File: src/rtl/addend_sequencer.sv
// addend_sequencer: feeds an external 8-bit adder byte-serially to add two NBYTES-wide operands
// Ports:
//   clk, rst                 clock, asynchronous active-high reset
//   in_valid/in_ready/in_data operand byte stream, A bytes then B bytes, LSB first
//   adder_a/adder_b          operand bytes to the external adder (0 outside ADD)
//   adder_sum/adder_cout     combinational result of the external adder
//   out_valid/out_ready      result byte handshake
//   out_data/out_last        result byte (LSB first) and final-byte marker
//   out_carry                carry out of the full-width add, only with out_last
//   busy                     high while adding or emitting
module addend_sequencer #(
  parameter int NBYTES = 4,
  parameter int IDXW   = $clog2(NBYTES) + 1
) (
  input  logic       clk,
  input  logic       rst,
  input  logic       in_valid,
  output logic       in_ready,
  input  logic [7:0] in_data,
  output logic [7:0] adder_a,
  output logic [7:0] adder_b,
  input  logic [7:0] adder_sum,
  input  logic       adder_cout,
  output logic       out_valid,
  input  logic       out_ready,
  output logic [7:0] out_data,
  output logic       out_last,
  output logic       out_carry,
  output logic       busy
);
  typedef enum logic [2:0] {IDLE, LOAD_A, LOAD_B, ADD, EMIT} state_t;
  localparam logic [IDXW-1:0] LAST = IDXW'(NBYTES - 1);
  state_t                r_state;
  logic [IDXW-1:0]       r_idx;
  logic                  r_c;
  logic [8*NBYTES-1:0]   r_a, r_b, r_r;
  int                    w_off;
  logic                  w_last;
  logic [IDXW-1:0]       w_nxt;
  assign w_off  = 8 * int'(r_idx);
  assign w_last = r_idx == LAST;
  assign w_nxt  = w_last ? '0 : r_idx + IDXW'(1);
  assign in_ready  = (r_state == LOAD_A) || (r_state == LOAD_B);
  assign busy      = (r_state == ADD) || (r_state == EMIT);
  assign adder_a   = (r_state == ADD) ? r_a[w_off +: 8] : 8'd0;
  assign adder_b   = (r_state == ADD) ? r_b[w_off +: 8] : 8'd0;
  assign out_valid = r_state == EMIT;
  assign out_data  = out_valid ? r_r[w_off +: 8] : 8'd0;
  assign out_last  = out_valid & w_last;
  assign out_carry = out_last & r_c;
  always_ff @(posedge clk or posedge rst) begin
    if (rst) begin
      r_state <= IDLE;
      r_idx   <= '0;
      r_c     <= 1'b0;
      r_a     <= '0;
      r_b     <= '0;
      r_r     <= '0;
    end else begin
      case (r_state)
        IDLE: r_state <= LOAD_A;
        LOAD_A: if (in_valid) begin
          r_a[w_off +: 8] <= in_data;
          r_idx           <= w_nxt;
          if (w_last) r_state <= LOAD_B;
        end
        LOAD_B: if (in_valid) begin
          r_b[w_off +: 8] <= in_data;
          r_idx           <= w_nxt;
          if (w_last) begin
            r_c     <= 1'b0;
            r_state <= ADD;
          end
        end
        ADD: begin
          // the adder has no carry-in, so the running carry is added here;
          // a sum of FF plus an incoming carry wraps and carries onward
          r_r[w_off +: 8] <= adder_sum + {7'd0, r_c};
          r_c             <= adder_cout | ((adder_sum == 8'hFF) & r_c);
          r_idx           <= w_nxt;
          if (w_last) r_state <= EMIT;
        end
        EMIT: if (out_ready) begin
          r_idx <= w_nxt;
          if (w_last) r_state <= LOAD_A;
        end
        default: r_state <= IDLE;
      endcase
    end
  end
endmodule

File: config.mk
export PLATFORM = sky130hd
export DESIGN_NAME = addend_sequencer
export DESIGN_NICKNAME = d
export VERILOG_FILES = /design/src/rtl/addend_sequencer.sv
export SDC_FILE = /design/constraint.sdc
export NUM_CORES = 1
export LEC_CHECK = 0
export ABC_CLOCK_PERIOD_IN_PS = 10200
export CAP_MARGIN = 20
export CORE_ASPECT_RATIO = 1.75
export CORE_MARGIN = 3
export CORE_UTILIZATION = 31
export DETAILED_ROUTE_END_ITERATION = 8
export GPL_TIMING_DRIVEN = 0
export PLACE_DENSITY = 0.54
export SYNTH_ARGS = -nofsm -noshare
export SYNTH_HDL_FRONTEND = slang
export SYNTH_SLANG_ARGS = --single-unit
File: constraint.sdc
create_clock -name clk -period 10.2 [get_ports clk]
set_clock_uncertainty 0.05 [all_clocks]
set_input_delay 2.04 -clock clk [delete_from_list [all_inputs] [get_ports clk]]
set_output_delay 2.04 -clock clk [all_outputs]
set_load 0.01 [all_outputs]
==> metrics.yaml <==
layout:
  n_antenna_cell: 0
  mostFrequentLayoutCells: "dfrtp_1 (103), nand2_1 (71), clkdlybuf4s50_1 (49), o21ai_0 (48), mux2_2 (37)"
  drive_gt1_share_pct: 17.9
  fin_nets: 546
  seq_area_um2: 2580
  fillers: 1596
  area_delta_synth_final_pct: 21.2
  post_layout_nonfiller_instances: 745
  mostFrequentLayoutCell: "dfrtp_1"
  final_core_util_pct: 39.0
  multi_input_area_um2: 2410
routing:
  drt_iter0_drc: 202
  postRouteAntennaNets: 0
  wirelength_mm: 14.7
  vias: 3772
  drc_errors: 0
  drt-vias-per-instance: 5.06
  routedWlPerCell_um: 19.8
  dr.pass1.iters: 4
logic_synthesis:
  ys_seq_area_share_pct: 49.8
  ys_warn_count: 0
  syn_avg_cell_area_um2: 11.3
  synthArstFlopShare_pct: 100
  syn_area_um2: 5170
  synth_edf_count: 0
  synth.top_cells.by_area: "dfrtp_1 (50%), mux4_2 (10%), mux2_2 (8.1%), nand2_1 (5.1%), o21ai_0 (4.6%)"
  synth_cell_types: 40
  ys.flop_type: "dfrtp_1"
  synth_nets: 484
  synth_cells: 458
  synth_area_leader_cell: "dfrtp_1"
  synth_top_area_share_pct: 49.8
  synth_seq_cells: 103
global_route:
  grt_use_met1_pct: 19.2
  overflow: 0
  grt_usage_pct: 16.7
  grt_max_degree: 72
  use_met3_pct: 2.37
  top_usage_layer: "met2"
  grtUsageMet2_pct: 31.1
  antenna_found_initial: 0
  grt_pass1_wl_mm: 23.4
  grt_pass1_vias: 4065
pwr:
  power.switching_mw: 0.586
  total_power_mw: 1.61
  total_leakage_power_nw: 2.75
  powerDensity_nw_per_um2: 256
  p_int_mw: 1.02
  seqPwrFrac_pct: 38.9
  power_frac_clock_pct: 21.6
  sw_frac_of_total_pct: 36.4
  max-vdd-ir-drop_v: 0.0000977
  combinationalPowerShare_pct: 39.4
clock_network:
  clk_pin_slew_ns: 0.07
  htree_num_levels: 3
  cts_resized: 0
  hold_buffers: 0
  postCtsSetupBuffers: 0
  cts_tree: "yes"
  clk_latency_ns: 0.35
  cts_sinks: 103
  clk_path_buf_depth: 2
  cts_buffers: 9
  cts_root_buffer: "clkbuf_16"
min_path:
  hold_path.class: "reg -> reg"
floorplan:
  fp.dieW_um: 104
  initial_core_util_pct: 32.1
  fp-row-count: 61
  core_um2: 16100
  dieArea_um2: 18300
  io_pins: 50
  chipHeight_um: 177
placement:
  place_congestion: 0.809
  port_buffers: 49
  place.detailed.hpwl_mm: 10.6
  dp_slack_ns: 5.59
  dp.cells: 728
sta:
  grt_setup_unrepaired: "no"
  period_minus_slack_ns: 4.94
  relSlewSlack_pct: 38.9
  slew_viol_final: 0
  setup_violations: 0
  worstMarginPinSlew_ns: 0.910
  tns_ns: 0
  max_freq_mhz: 202
  finalCritPeriodShare_pct: 48.5
  hold_viol: 0
  worst_slack_ns: 5.26
worst_setup_path:
  path_class: "reg -> out"
  crit_path_start_kind: "register"
  critPathTopFamily: "buffers and inverters"
  critPathCaptureType: "output pin"
  worst-path-buf-inv: 3
  critPathMaxFanout: 10
  arrival_ns: 2.85
  path_cells: "and3b_1, clkbuf_1, clkbuf_1, and3_1, clkdlybuf4s50_1"
  cp_common_cell: "clkbuf_1"
  cp_slowest_stage_delay_ns: 0.55
  cp.required_ns: 8.11
  critPathSlowestCell: "clkdlybuf4s50_1"
job:
  maxCapViolations: 0
run_status:
  outcome: "complete, no violations"
[registers in the layout, summed over array words and instances (netlist names)]
| signal | cells |
|---|---|
| r_c | 1 |
| r_a | 32 |
| r_state | 3 |
| r_b | 32 |
| r_r | 32 |
| r_idx | 3 |
[path summary, 6_finish.rpt]
path / start / endpoint / slack (ns) / cells after the start
max in group asynchronous: rst / r_r[19] / 7.37 / 3
min in group asynchronous: rst / r_r[24] / 2.00 / 2
worst max register to register: r_idx[0] / r_b[22] / 5.89 / 9
worst min-delay path: r_r[2] / r_r[2] / 0.43 / 2
worst min register to register: r_r[2] / r_r[2] / 0.43 / 2
worst max-delay path: r_state[2] / adder_b[6] / 5.26 / 5
[stage by stage]
step	instance area, um2	hold WS (ns)
2_1_floorplan	5170	0.392
3_5_place_dp	5970	0.419
3_3_place_gp	5940	0.407
4_1_cts	6270	0.436
6_report	6270	0.431
5_1_grt	6270	0.451
[power groups by stage]
stage / Combinational [mW] / Clock, mW / Sequential, mW
2_1_floorplan: 0.456 / 0 / 0.605
6_report: 0.635 / 0.348 / 0.626
4_1_cts: 0.646 / 0.354 / 0.626
5_1_grt: 0.700 / 0.371 / 0.641
3_3_place_gp: 0.627 / 0 / 0.624
3_5_place_dp: 0.643 / 0 / 0.634
[worst register-to-register path, stage by stage, from the launching register on]
cell	delay, ns
dfrtp_1	0.46
buf_1	0.64
clkbuf_1	0.55
inv_1	0.18
ha_1	0.25
ha_1	0.37
nand2b_1	0.10
or3_4	0.42
nor4_4	0.76
mux2_2	0.42
[synth_stat cells (2+ instances only)]
library cell / instances
a31oi_1: 2
dfrtp_1: 103
buf_2: 5
nand4b_1: 2
nand2_1: 71
o21ai_0: 48
clkbuf_1: 16
mux4_2: 23
and3b_1: 2
a21oi_1: 10
ha_1: 5
nand2b_1: 7
xor2_1: 4
nor3_1: 2
nor2b_1: 7
nor2_2: 3
and2_1: 9
mux2i_1: 13
nand3_1: 5
xnor2_1: 3
buf_1: 3
nor2_1: 8
nand4bb_1: 2
mux2_2: 37
nand3b_1: 6
inv_1: 20
nor4_4: 2
and4_1: 2
nand4_1: 2
and3_1: 26
[routing by layer]
metal  share of wire, %  up-vias  wire length [um]
met3                3.6       25               537
met1                 39     1920              5740
li1                   -     1737                 -
met2                 55       90              8090
met5                  0        -                 0
met4                2.5        0               362
[final cells by class]
cell class                      count  share of cell area, %
Sequential cell                   103                   41.1
Multi-Input combinational cell    309                   38.4
Timing Repair Buffer               51                   8.34
Tap cell                          220                   4.39
Clock buffer                        9                   3.59
Buffer                             26                   1.83
Inverter                           20                   1.24
Clock inverter                      7                   1.16
[logic make-up (layout without fill, tap and decap cells)]
logic type / after synthesis / in the layout / synth area share (%)
XOR/XNOR: 7 / 7 / 1.18
multiplexers: 74 / 74 / 21.1
flip-flops: 103 / 103 / 49.8
AO/OA/AOI/OAI: 62 / 62 / 6.12
buffers and inverters: 46 / 113 / 3.68
AND/OR/NAND/NOR: 161 / 161 / 16.9
adder cells (fa/ha/maj): 5 / 5 / 1.21
No activity file was read; power rests on OpenSTA's default activity.
